**config.mk**
```make
export PLATFORM = sky130hd
export DESIGN_NAME = fetch_stage
export DESIGN_NICKNAME = d
export VERILOG_FILES = /design/src/rtl/fetch_stage_pkg.sv /design/src/rtl/if_id_reg.sv /design/src/rtl/fetch_stage.sv
export SDC_FILE = /design/constraint.sdc
export NUM_CORES = 1
export LEC_CHECK = 0
export ABC_AREA = 1
export ABC_CLOCK_PERIOD_IN_PS = 5200
export BUFFER_PORTS_ARGS = -buffer_cell sky130_fd_sc_hd__buf_2
export CORE_MARGIN = 2
export CORE_UTILIZATION = 50
export DETAILED_ROUTE_END_ITERATION = 8
export PLACE_DENSITY = 0.77
export SYNTH_ARGS = -nofsm -noshare
export SYNTH_HDL_FRONTEND = slang
export SYNTH_HIERARCHICAL = 1
export SYNTH_SLANG_ARGS = --single-unit
```
**constraint.sdc**
```tcl
create_clock -name clk -period 5.2 [get_ports clk]
set_clock_uncertainty 0.15 [all_clocks]
set_input_delay 0.78 -clock clk [delete_from_list [all_inputs] [get_ports clk]]
set_output_delay 0.78 -clock clk [all_outputs]
set_load 0.1 [all_outputs]
```
**src/rtl/fetch_stage_pkg.sv**
```systemverilog
// Shared definitions for the RV32 fetch stage: store opcode, bubble word
// and the fetch FSM state encoding.
package fetch_stage_pkg;

   localparam logic [6:0]  OPCODE_STORE = 7'b0100011;
   localparam logic [31:0] NOP_INST_VAL = 32'h0000_0033;

   typedef enum logic [1:0] {
      ST_ISSUE = 2'd0,
      ST_WAIT  = 2'd1,
      ST_HOLD  = 2'd2,
      ST_DROP  = 2'd3
   } fetch_state_e;

endpackage

```
**src/rtl/if_id_reg.sv**
```systemverilog
// IF/ID pipeline register: flush beats hold beats load, otherwise a bubble.
// Exposes the rs1/rs2/store fields the ID hazard check compares against.
module if_id_reg
   import fetch_stage_pkg::*;
#(
   parameter logic [31:0] NOP_INST = NOP_INST_VAL
) (
   input  logic        clk,
   input  logic        rst_n,
   input  logic        flush,
   input  logic        hold,
   input  logic        load,
   input  logic [31:0] load_pc,
   input  logic [31:0] load_inst,
   output logic        valid,
   output logic [31:0] pc,
   output logic [31:0] pc4,
   output logic [31:0] inst,
   output logic [4:0]  rs1,
   output logic [4:0]  rs2,
   output logic        mem_write
);

   // pc/pc4 are left untouched on bubbles; only valid and inst mark the slot empty
   always_ff @(posedge clk or negedge rst_n) begin
      if (!rst_n) begin
         valid <= 1'b0;
         pc    <= 32'd0;
         pc4   <= 32'd0;
         inst  <= NOP_INST;
      end else if (flush) begin
         valid <= 1'b0;
         inst  <= NOP_INST;
      end else if (hold) begin
         valid <= valid;
      end else if (load) begin
         valid <= 1'b1;
         pc    <= load_pc;
         pc4   <= load_pc + 32'd4;
         inst  <= load_inst;
      end else begin
         valid <= 1'b0;
         inst  <= NOP_INST;
      end
   end

   assign rs1       = valid ? inst[19:15] : 5'd0;
   assign rs2       = valid ? inst[24:20] : 5'd0;
   assign mem_write = valid && (inst[6:0] == OPCODE_STORE);

endmodule

```
**src/rtl/fetch_stage.sv**
```systemverilog
// Fetch stage: PC, single-outstanding-request fetch FSM with a one-entry
// skid buffer for responses that land during a stall, feeding the IF/ID register.
module fetch_stage
   import fetch_stage_pkg::*;
#(
   parameter logic [31:0] RESET_PC = 32'h0000_0000,
   parameter logic [31:0] NOP_INST = NOP_INST_VAL
) (
   input  logic        clk,
   input  logic        rst_n,
   input  logic        stall,
   input  logic        redirect_valid,
   input  logic [31:0] redirect_pc,
   output logic        imem_req,
   output logic [31:0] imem_addr,
   input  logic [31:0] imem_rdata,
   input  logic        imem_rvalid,
   output logic        if_id_valid,
   output logic [31:0] if_id_pc,
   output logic [31:0] if_id_pc4,
   output logic [31:0] if_id_inst,
   output logic [4:0]  if_id_rs1,
   output logic [4:0]  if_id_rs2,
   output logic        if_id_mem_write
);

   fetch_state_e state, state_next;
   logic [31:0]  pc, pc_next, pc_plus4;
   logic [31:0]  skid_buf;
   logic         capture;
   logic         deliver;
   logic [31:0]  deliver_inst;

   assign pc_plus4     = pc + 32'd4;
   assign imem_req     = rst_n && (state == ST_ISSUE) && !redirect_valid;
   assign imem_addr    = pc;
   assign deliver_inst = (state == ST_HOLD) ? skid_buf : imem_rdata;

   always_ff @(posedge clk or negedge rst_n) begin
      if (!rst_n) begin
         state    <= ST_ISSUE;
         pc       <= RESET_PC;
         skid_buf <= 32'd0;
      end else begin
         state <= state_next;
         pc    <= pc_next;
         if (capture) skid_buf <= imem_rdata;
      end
   end

   // Responses arriving in ISSUE or HOLD are protocol violations and are ignored
   always_comb begin
      state_next = state;
      pc_next    = pc;
      capture    = 1'b0;
      deliver    = 1'b0;
      case (state)
         ST_ISSUE: begin
            if (redirect_valid) pc_next = redirect_pc;
            else                state_next = ST_WAIT;
         end
         ST_WAIT: begin
            if (redirect_valid) begin
               pc_next    = redirect_pc;
               state_next = imem_rvalid ? ST_ISSUE : ST_DROP;
            end else if (imem_rvalid) begin
               if (!stall) begin
                  deliver    = 1'b1;
                  pc_next    = pc_plus4;
                  state_next = ST_ISSUE;
               end else begin
                  capture    = 1'b1;
                  state_next = ST_HOLD;
               end
            end
         end
         ST_HOLD: begin
            if (redirect_valid) begin
               pc_next    = redirect_pc;
               state_next = ST_ISSUE;
            end else if (!stall) begin
               deliver    = 1'b1;
               pc_next    = pc_plus4;
               state_next = ST_ISSUE;
            end
         end
         ST_DROP: begin
            if (redirect_valid) pc_next = redirect_pc;
            if (imem_rvalid)    state_next = ST_ISSUE;
         end
         default: state_next = ST_ISSUE;
      endcase
   end

   if_id_reg #(
      .NOP_INST (NOP_INST)
   ) u_if_id (
      .clk       (clk),
      .rst_n     (rst_n),
      .flush     (redirect_valid),
      .hold      (stall),
      .load      (deliver),
      .load_pc   (pc),
      .load_inst (deliver_inst),
      .valid     (if_id_valid),
      .pc        (if_id_pc),
      .pc4       (if_id_pc4),
      .inst      (if_id_inst),
      .rs1       (if_id_rs1),
      .rs2       (if_id_rs2),
      .mem_write (if_id_mem_write)
   );

endmodule

```
==> results.tsv, run 1 <==
stage	metric	value	unit
critical_path	cp-end-kind	flip-flop	
final_layout	syn_to_final_growth	20.9	%
sta	fin_tns_setup	0	ns
final_layout	layout-drive-gt1-share	0.217	
sta	slew_headroom	0.187	
critical_path	rrSetupSlack	1.90	ns
critical_path	reg2regPathDepth	8	
final_layout	layout_commonest_cell	nand2_1	
die	start_util	0.506	
power	ir_worst_vdd	0.746	mV
placed_design	dp_hpwl	16500	um
global_route	antenna_found_initial	0	
die	die_area	18300	um^2
yosys	ys_seq_elements	161	
route	wl_per_cell	14.8	um
route	totalWireLength	23600	um
global_route	track_usage	0.263	
sta	timing.final.crit_share	0.636	
die	num_io_pins	210	
clocking	cts-resized-gates	0	
yosys	syn_avg_cell_area	7.39	um^2
sta	setup_viol	0	
yosys	async_flop_share	1.00	
global_route	grt_use_met2	0.406	
final_layout	num_antenna_cells	0	
final_layout	utilization	0.612	
route	vias_per_cell	5.24	
die	core	17100	um^2
sta	worst_pin_slew	1.22	ns
yosys	syn_area	8630	um^2
global_route	grt_pass1_vias	7530	
critical_path	cp.arrival	3.52	ns
clocking	numCtsBuffers	17	
route	drt_pass1_iterations	5	
clocking	cts_root_buffer	clkbuf_16	
clocking	cts_hold_buf	0	
final_layout	layout_common_cells	nand2_1, buf_2, nor2_1	
global_route	grt_overflow	0	
global_route	grt_max_degree	97	
clocking	clock_sinks	161	
critical_path	r2r-end	u_if_id/inst[7]	
critical_path	cp-start-kind	flip-flop	
die	die_w	135	um
yosys	synth_edf_count	0	
critical_path	criticalPathCategory	reg2reg	
yosys	ys_warn_count	6	
route	route.vias.total	8348	
yosys	yosysSeqAreaShare	0.468	
critical_path	crit_fanout	66	
global_route	met3_usage	0.0591	
die	die_h	135	um
sta	rsz0062_at_grt	false	
global_route	grt.met1_usage	0.368	
yosys	synthFlopType	dfrtp_1	
hold_path	hp-class	in2async	
sta	hold_viol_final	0	
clocking	worstSkewPairLatency	0.44	ns
clocking	htreeDepth	4	
placed_design	io_buffers	209	
route	drc	0	
critical_path	timing.rr.start	state[0]	
placed_design	place_congestion	0.914	
yosys	synthesis.nets	1243	
power	leakagePower	5.61	nW
critical_path	cp_data_required_time	5.42	ns
route	drtIter0Drc	738	
route	ant_nets	0	
yosys	synthCells	1167	
sta	max_freq	0.303	GHz
outcome	status	completed	
final_layout	nFillCells	1530	
sta	slew_viol_final	0	
sta	period_minus_slack	3.30	ns
global_route	grt.busiest_layer	met2	
clocking	cts_tree	done	
global_route	grt_pass1_wl	38000	um
power	powerDensity	742	nW/um^2
yosys	synth.distinct_cells	39	
clocking	cts_setup_buffers	0	
flow_run	max_cap_violations	0	
clocking	clock_path_buffers	2	
die	num_rows	48	
final_layout	layout.nets	1430	
clocking	cts.clk_slew.worst_paths	0.07	ns
==> area by class of cell <==
cell class              instances  area, um^2  area share
repair buffers                215        1100       0.105
well taps                     225         282      0.0270
clock inverters                15         215      0.0206
flip-flops and latches        161        4030       0.387
inverters                     115         432      0.0414
clock buffers                  17         425      0.0408
multi-input cells             844        3950       0.378
==> power by group <==
| part | leakage, nW | total, mW | switching, mW | internal [mW] |
|---|---|---|---|---|
| Sequential | 2.05 | 2.27 | 0.580 | 1.69 |
| Combinational | 3.25 | 4.11 | 3.40 | 0.708 |
| Clock | 0.309 | 1.36 | 0.573 | 0.783 |
==> cell usage after synthesis (6+ instances only) <==
master	count	share of area
nand2_1	384	0.17
nor2_1	168	0.073
dfrtp_1	157	0.46
inv_1	111	0.048
o21ai_0	93	0.054
nand3_1	72	0.042
a22o_1	25	0.025
buf_2	24	0.014
clkbuf_1	16	0.0070
nor2_2	12	0.0087
a21oi_1	11	0.0064
nor2_4	10	0.013
ha_1	7	0.010
o21bai_1	6	0.0052
==> critical path, cell delays in order (launching register included) <==
cell and delay, ns:
dfrtp_1 0.43, inv_1 0.13, ha_2 0.86, o21ai_0 0.20, nor2_1 0.24, nand2_4 0.07
inv_2 0.53, buf_4 0.41, a22o_1 0.20
==> worst max path at each step <==
stage              startpoint          endpoint  slack (ns)  cells after the start
2_1_floorplan   u_if_id/valid   if_id_mem_write        1.12                      2
3_3_place_gp   redirect_valid  u_if_id/inst[17]        1.86                      9
6_report             state[0]   u_if_id/inst[7]        1.90                      8
3_5_place_dp   redirect_valid   u_if_id/inst[7]        1.78                      9
5_1_grt              state[0]   u_if_id/inst[3]        1.58                      9
4_1_cts              state[0]   u_if_id/inst[7]        1.91                      8
==> metal layers <==
layer,vias to the layer above,share of wire
met5,-,0
met2,373,0.46
met1,3888,0.44
met3,31,0.080
met4,0,0.018
li1,4056,-
==> logic make-up after synthesis <==
logic type	synth area share
fa+ha+maj	0.0102
flops	0.468
compound gates	0.109
simple gates	0.330
buf+inv	0.0770
xor+xnor	0.00609
==> stage by stage <==
step / hold WS, ns / std cells / setup WS [ns] / total power, mW / area, um^2
3_3_place_gp: 0.312 / 1560 / 1.86 / 6.31 / 9790
3_5_place_dp: 0.315 / 1560 / 1.78 / 6.37 / 9790
5_1_grt: 0.127 / 1592 / 1.58 / 8.13 / 10400
2_1_floorplan: 0.303 / 1167 / 1.12 / 5.54 / 8630
6_report: 0.0982 / 1592 / 1.90 / 7.74 / 10400
4_1_cts: 0.116 / 1592 / 1.91 / 7.74 / 10400
==> sequential cells by signal, indices dropped and copies added, names as in the netlist <==
register       flops
imem_addr         32
skid_buf          32
u_if_id/inst      32
u_if_id/pc        32
u_if_id/pc4       30
state              2
u_if_id/valid      1
(Power assumes the default switching activity.)
==> run 2: changes to the inputs <==
- ABC_CLOCK_PERIOD_IN_PS: 5200 -> 2800
- CORE_UTILIZATION: 50 -> 49
- PLACE_DENSITY: 0.77 -> 0.79
- clock period: 5.2 -> 2.8 ns (I/O delays scaled with it)
==> run 2 against run 1 <==
Compared with the run above: the run now ends with negative hold slack left; cell area increased by 0.48%; die area grew 2.0%; first-iteration DRC count up 4.3%; maximum frequency up 35%; power up 84%; non-clock buffer count up 6; largest cell class unchanged; wire length fell by 0.32%; global-route usage is 0.23 points lower; largest power group unchanged; combinational power rose by 86%.
==> results.tsv, run 2 (synthesis gave the netlist of run 1 again) <==
stage	metric	value	unit
sta	worst_pin_slew	0.909	ns
die	die_area	18700	um^2
hold_path	hp-class	in2async	
clocking	clock_sinks	161	
clocking	cts_root_buffer	clkbuf_16	
sta	timing.final.crit_share	0.876	
global_route	antenna_found_initial	0	
route	drtIter0Drc	770	
global_route	grt_overflow	0	
die	die_h	137	um
clocking	cts-resized-gates	0	
clocking	numCtsBuffers	17	
sta	period_minus_slack	2.45	ns
global_route	track_usage	0.261	
die	start_util	0.500	
route	ant_nets	0	
critical_path	endpoint	u_if_id/inst[31]	
die	core	17200	um^2
placed_design	io_buffers	209	
clocking	worstSkewPairLatency	0.43	ns
sta	slew_headroom	0.394	
route	totalWireLength	23500	um
sta	setup_slack	0.348	ns
critical_path	cp-start-kind	flip-flop	
power	powerDensity	1360	nW/um^2
sta	max_freq	0.408	GHz
sta	hold_viol_final	6	
flow_run	max_cap_violations	0	
final_layout	utilization	0.608	
sta	setup_viol	0	
route	drc	0	
die	num_rows	48	
route	drt_pass1_iterations	6	
placed_design	dp_slack	0.401	ns
clocking	clock_path_buffers	2	
global_route	grt_pass1_wl	38200	um
critical_path	criticalPathCategory	reg2reg	
critical_path	critPathLaunch	state[0]	
die	num_io_pins	210	
critical_path	rrSetupSlack	0.35	ns
placed_design	dp_hpwl	16600	um
final_layout	layout-drive-gt1-share	0.219	
route	route.vias.total	8351	
final_layout	num_antenna_cells	0	
sta	slew_viol_final	0	
critical_path	crit_fanout	28	
clocking	cts_setup_buffers	0	
final_layout	layout.nets	1436	
route	vias_per_cell	5.23	
sta	holdWs	-0.0407	ns
global_route	grt_max_degree	162	
final_layout	layout_commonest_cell	nand2_1	
critical_path	cp.arrival	2.66	ns
critical_path	cp-end-kind	flip-flop	
critical_path	reg2regPathDepth	10	
power	ir_worst_vdd	1.27	mV
critical_path	timing.rr.start	state[0]	
outcome	status	complete, but fails checks	
placed_design	place_congestion	0.899	
clocking	cts.clk_slew.worst_paths	0.07	ns
route	wl_per_cell	14.7	um
critical_path	cp_data_required_time	3.01	ns
clocking	cts_hold_buf	0	
final_layout	fin_area	10500	um^2
power	p_total	14.2	mW
power	leakagePower	5.63	nW
sta	fin_tns_setup	0	ns
final_layout	layout_common_cells	nand2_1, buf_2, nor2_1	
clocking	htreeDepth	4	
placed_design	placed_cell_area	9880	um^2
final_layout	syn_to_final_growth	21.5	%
sta	rsz0062_at_grt	false	
die	die_w	137	um
clocking	cts_tree	done	
global_route	grt_pass1_vias	7591	
critical_path	r2r-end	u_if_id/inst[31]	
outcome	violations	negative hold slack	
==> run 2: cell types whose count changed in the layout (fill, tap and decap cells not counted) <==
cell | previous run | this run
nor3_1 | 1 | 0
clkinv_4 | 0 | 2
buf_12 | 0 | 3
inv_6 | 3 | 6
clkinv_8 | 1 | 0
clkbuf_1 | 0 | 1
inv_8 | 6 | 2
buf_4 | 6 | 10
nand2_1 | 383 | 384
nand2_2 | 5 | 4
nor3_4 | 0 | 1
buf_2 | 208 | 207
bufinv_16 | 3 | 2
==> run 2: worst max-delay path: stages (launching register included) <==
cell and delay (ns):
dfrtp_1 0.42, inv_1 0.11, ha_1 0.29, inv_1 0.07
nor2_4 0.08, o21ai_0 0.08, nor2_1 0.21, nand2_4 0.10
inv_2 0.26, buf_4 0.40, a22o_1 0.20
==> run 2: per-layer routing <==
| metal | track usage | up-vias | part of all wire |
|---|---|---|---|
| li1 | - | 4074 | - |
| met1 | 0.369 | 3872 | 0.44 |
| met2 | 0.406 | 357 | 0.45 |
| met3 | 0.0507 | 48 | 0.080 |
| met4 | 0.0828 | 0 | 0.022 |
| met5 | 0 | - | 0 |
==> run 2: power by group <==
group / leakage (nW) / switching, mW / total [mW] / internal (mW)
clock: 0.287 / 1.03 / 2.38 / 1.35
sequential: 2.05 / 1.05 / 4.19 / 3.14
combinational: 3.29 / 6.31 / 7.65 / 1.34
total: 5.63 / 8.39 / 14.2 / 5.82
==> run 2: how the worst min path moves through the flow <==
stage	endpoint	slack, ns	cells after the start
after floorplan	imem_addr[0]	-0.03	0
after global placement	u_if_id/pc[9]	0.31	2
after detailed placement	u_if_id/pc[6]	0.31	2
after CTS	u_if_id/pc[7]	0.04	2
after global routing	imem_addr[1]	0.05	3
final	skid_buf[7]	-0.04	2
==> run 2: metrics by stage <==
step                instances  hold WS, ns
floorplan                1167      -0.0256
global placement         1566        0.313
detailed placement       1566        0.310
CTS                      1598       0.0369
global route             1598       0.0545
finish                   1598      -0.0407
==> run 2: layout make-up <==
| class | instances | area [um^2] |
|---|---|---|
| clock buffers | 18 | 429 |
| clock inverters | 14 | 168 |
| fillers | 1578 | 6760 |
| inverters | 115 | 432 |
| multi-input cells | 844 | 3950 |
| flip-flops and latches | 161 | 4030 |
| well taps | 225 | 282 |
| repair buffers | 221 | 1180 |
==> run 3: changes to the inputs <==
- RECOVER_POWER: unset -> 100
==> run 3 against run 2 <==
Compared with the run above: first-iteration DRC count shrank 7.3%; the run ends with max-capacitance violations, max-slew violations left; non-clock buffer count is the same; global-route usage is the same; worst hold slack gained 0.083 ns; sequential share of layout area grew 0.71 points; register-to-register slack lost 0.04 ns; final cell count is the same; maximum frequency shrank 2.2%.
==> results.tsv, run 3 (synthesis gave the netlist of run 1 again) <==
stage	metric	value	unit
outcome	status	complete, but fails checks	
outcome	violations	max-capacitance violations, max-slew violations	
critical_path	cp-end-kind	primary output	
clocking	cts_tree	done	
global_route	grt_pass1_vias	7591	
clocking	numCtsBuffers	17	
sta	setup_viol	0	
placed_design	dp_hpwl	16600	um
critical_path	r2r-end	u_if_id/inst[31]	
critical_path	crit_fanout	10	
sta	slew_viol_final	162	
clocking	cts_hold_buf	0	
flow_run	max_cap_violations	1	
sta	slew_headroom	-0.467	
critical_path	criticalPathCategory	reg2out	
die	core	17200	um^2
critical_path	cp_data_required_time	2.23	ns
clocking	clock_sinks	161	
die	num_io_pins	210	
critical_path	worst_path_max_delay_cell	clkbuf_1	
sta	period_minus_slack	2.51	ns
sta	worst_pin_slew	2.20	ns
hold_path	whs_endpoint	imem_addr[0]	
route	met3_length	1810	um
sta	fin_tns_setup	0	ns
final_layout	layout.nets	1436	
final_layout	syn_to_final_growth	19.3	%
critical_path	critPathBufInv	1	
hold_path	min_delay_path_depth	3	
sta	hold_viol_final	0	
sta	timing.final.crit_share	0.895	
clocking	cts.clk_slew.worst_paths	0.07	ns
final_layout	layout-drive-gt1-share	0.132	
critical_path	timing.rr.start	state[0]	
clocking	htreeDepth	4	
hold_path	hp-start	redirect_pc[0]	
critical_path	critPathLaunch	imem_addr[27]	
die	start_util	0.500	
die	die_h	137	um
die	num_rows	48	
critical_path	cp_slowest_stage_delay	0.93	ns
final_layout	layout_commonest_cell	nand2_1	
die	die_area	18700	um^2
route	totalWireLength	23800	um
critical_path	cp.arrival	1.94	ns
placed_design	io_buffers	209	
route	route.vias.total	8396	
clocking	cts_setup_buffers	0	
critical_path	cp-start-kind	flip-flop	
route	wl_per_cell	14.9	um
critical_path	worstPathCellList	clkbuf_1	
route	drc	0	
sta	max_freq	0.399	GHz
final_layout	num_antenna_cells	0	
placed_design	place_congestion	0.899	
global_route	track_usage	0.261	
die	die_w	137	um
clocking	worstSkewPairLatency	0.44	ns
route	wl_met1	10600	um
sta	rsz0062_at_grt	false	
route	routed.top_layer	met4	
route	drt_pass1_iterations	6	
clocking	cts_root_buffer	clkbuf_16	
global_route	grt_pass1_wl	38200	um
global_route	grt_max_degree	162	
clocking	clock_path_buffers	2	
critical_path	critical_path.top_delay_family	buffers and inverters	
route	vias_per_cell	5.25	
route	drtIter0Drc	714	
route	wl_met2	10900	um
global_route	grt_overflow	0	
critical_path	rrSetupSlack	0.31	ns
hold_path	hp-class	in2reg	
route	ant_nets	0	
clocking	cts-resized-gates	0	
critical_path	reg2regPathDepth	10	
global_route	antenna_found_initial	0	
final_layout	layout_common_cells	nand2_1, nor2_1, dfrtp_1	
==> run 3: cell types whose count changed in the layout (fill, tap and decap cells not counted) <==
cell / before / now
nor2_1: 167 / 168
clkbuf_4: 0 / 2
ha_2: 1 / 0
clkbuf_1: 1 / 118
buf_2: 207 / 67
ha_1: 6 / 7
buf_12: 3 / 1
buf_1: 0 / 1
o21ai_0: 93 / 96
buf_4: 10 / 5
o21ai_1: 4 / 1
nor2_2: 12 / 11
clkbuf_2: 0 / 27
==> run 3: through the flow <==
stage	util	setup slack, ns	instances	hold WS [ns]	instance area (um^2)
6_report	0.597	0.293	1598	0.0422	10300
5_1_grt	0.597	0.0965	1598	0.0545	10300
4_1_cts	0.608	0.362	1598	0.0369	10500
3_5_place_dp	0.573	0.401	1566	0.310	9880
3_3_place_gp	0.573	0.516	1566	0.313	9880
2_1_floorplan	-	0.266	1167	-0.0256	8640
==> run 3: area by class of cell <==
class                   instances  area [um^2]
well taps                     225          282
clock buffers                  18          429
multi-input cells             844         3950
inverters                     115          432
clock inverters                14          168
fillers                      1643         6950
flip-flops and latches        161         4030
repair buffers                221          997
==> run 3: worst max path at each step <==
stage | end | cells past startpoint
after floorplan | if_id_mem_write | 2
after global placement | u_if_id/inst[15] | 10
after detailed placement | u_if_id/inst[31] | 10
after CTS | if_id_mem_write | 3
after global routing | u_if_id/inst[6] | 11
final | imem_addr[27] | 1
==> run 3: worst reg2reg max path, stage by stage, from the launching register on <==
cell	delay, ns
dfrtp_1	0.42
inv_1	0.11
ha_1	0.28
inv_1	0.07
nor2_4	0.08
o21ai_0	0.08
nor2_1	0.21
nand2_4	0.10
inv_2	0.26
clkbuf_4	0.45
a22o_1	0.21
==> run 3: routing by layer <==
metal / global-route usage / vias to the layer above
met3: 0.0507 / 41
met4: 0.0828 / 0
li1: - / 4069
met5: 0 / -
met2: 0.406 / 354
met1: 0.369 / 3932
Power of run 3 is left out: the tool's default activity adds up to more than one toggle a clock period on the data nets, which glitch-free logic cannot reach.
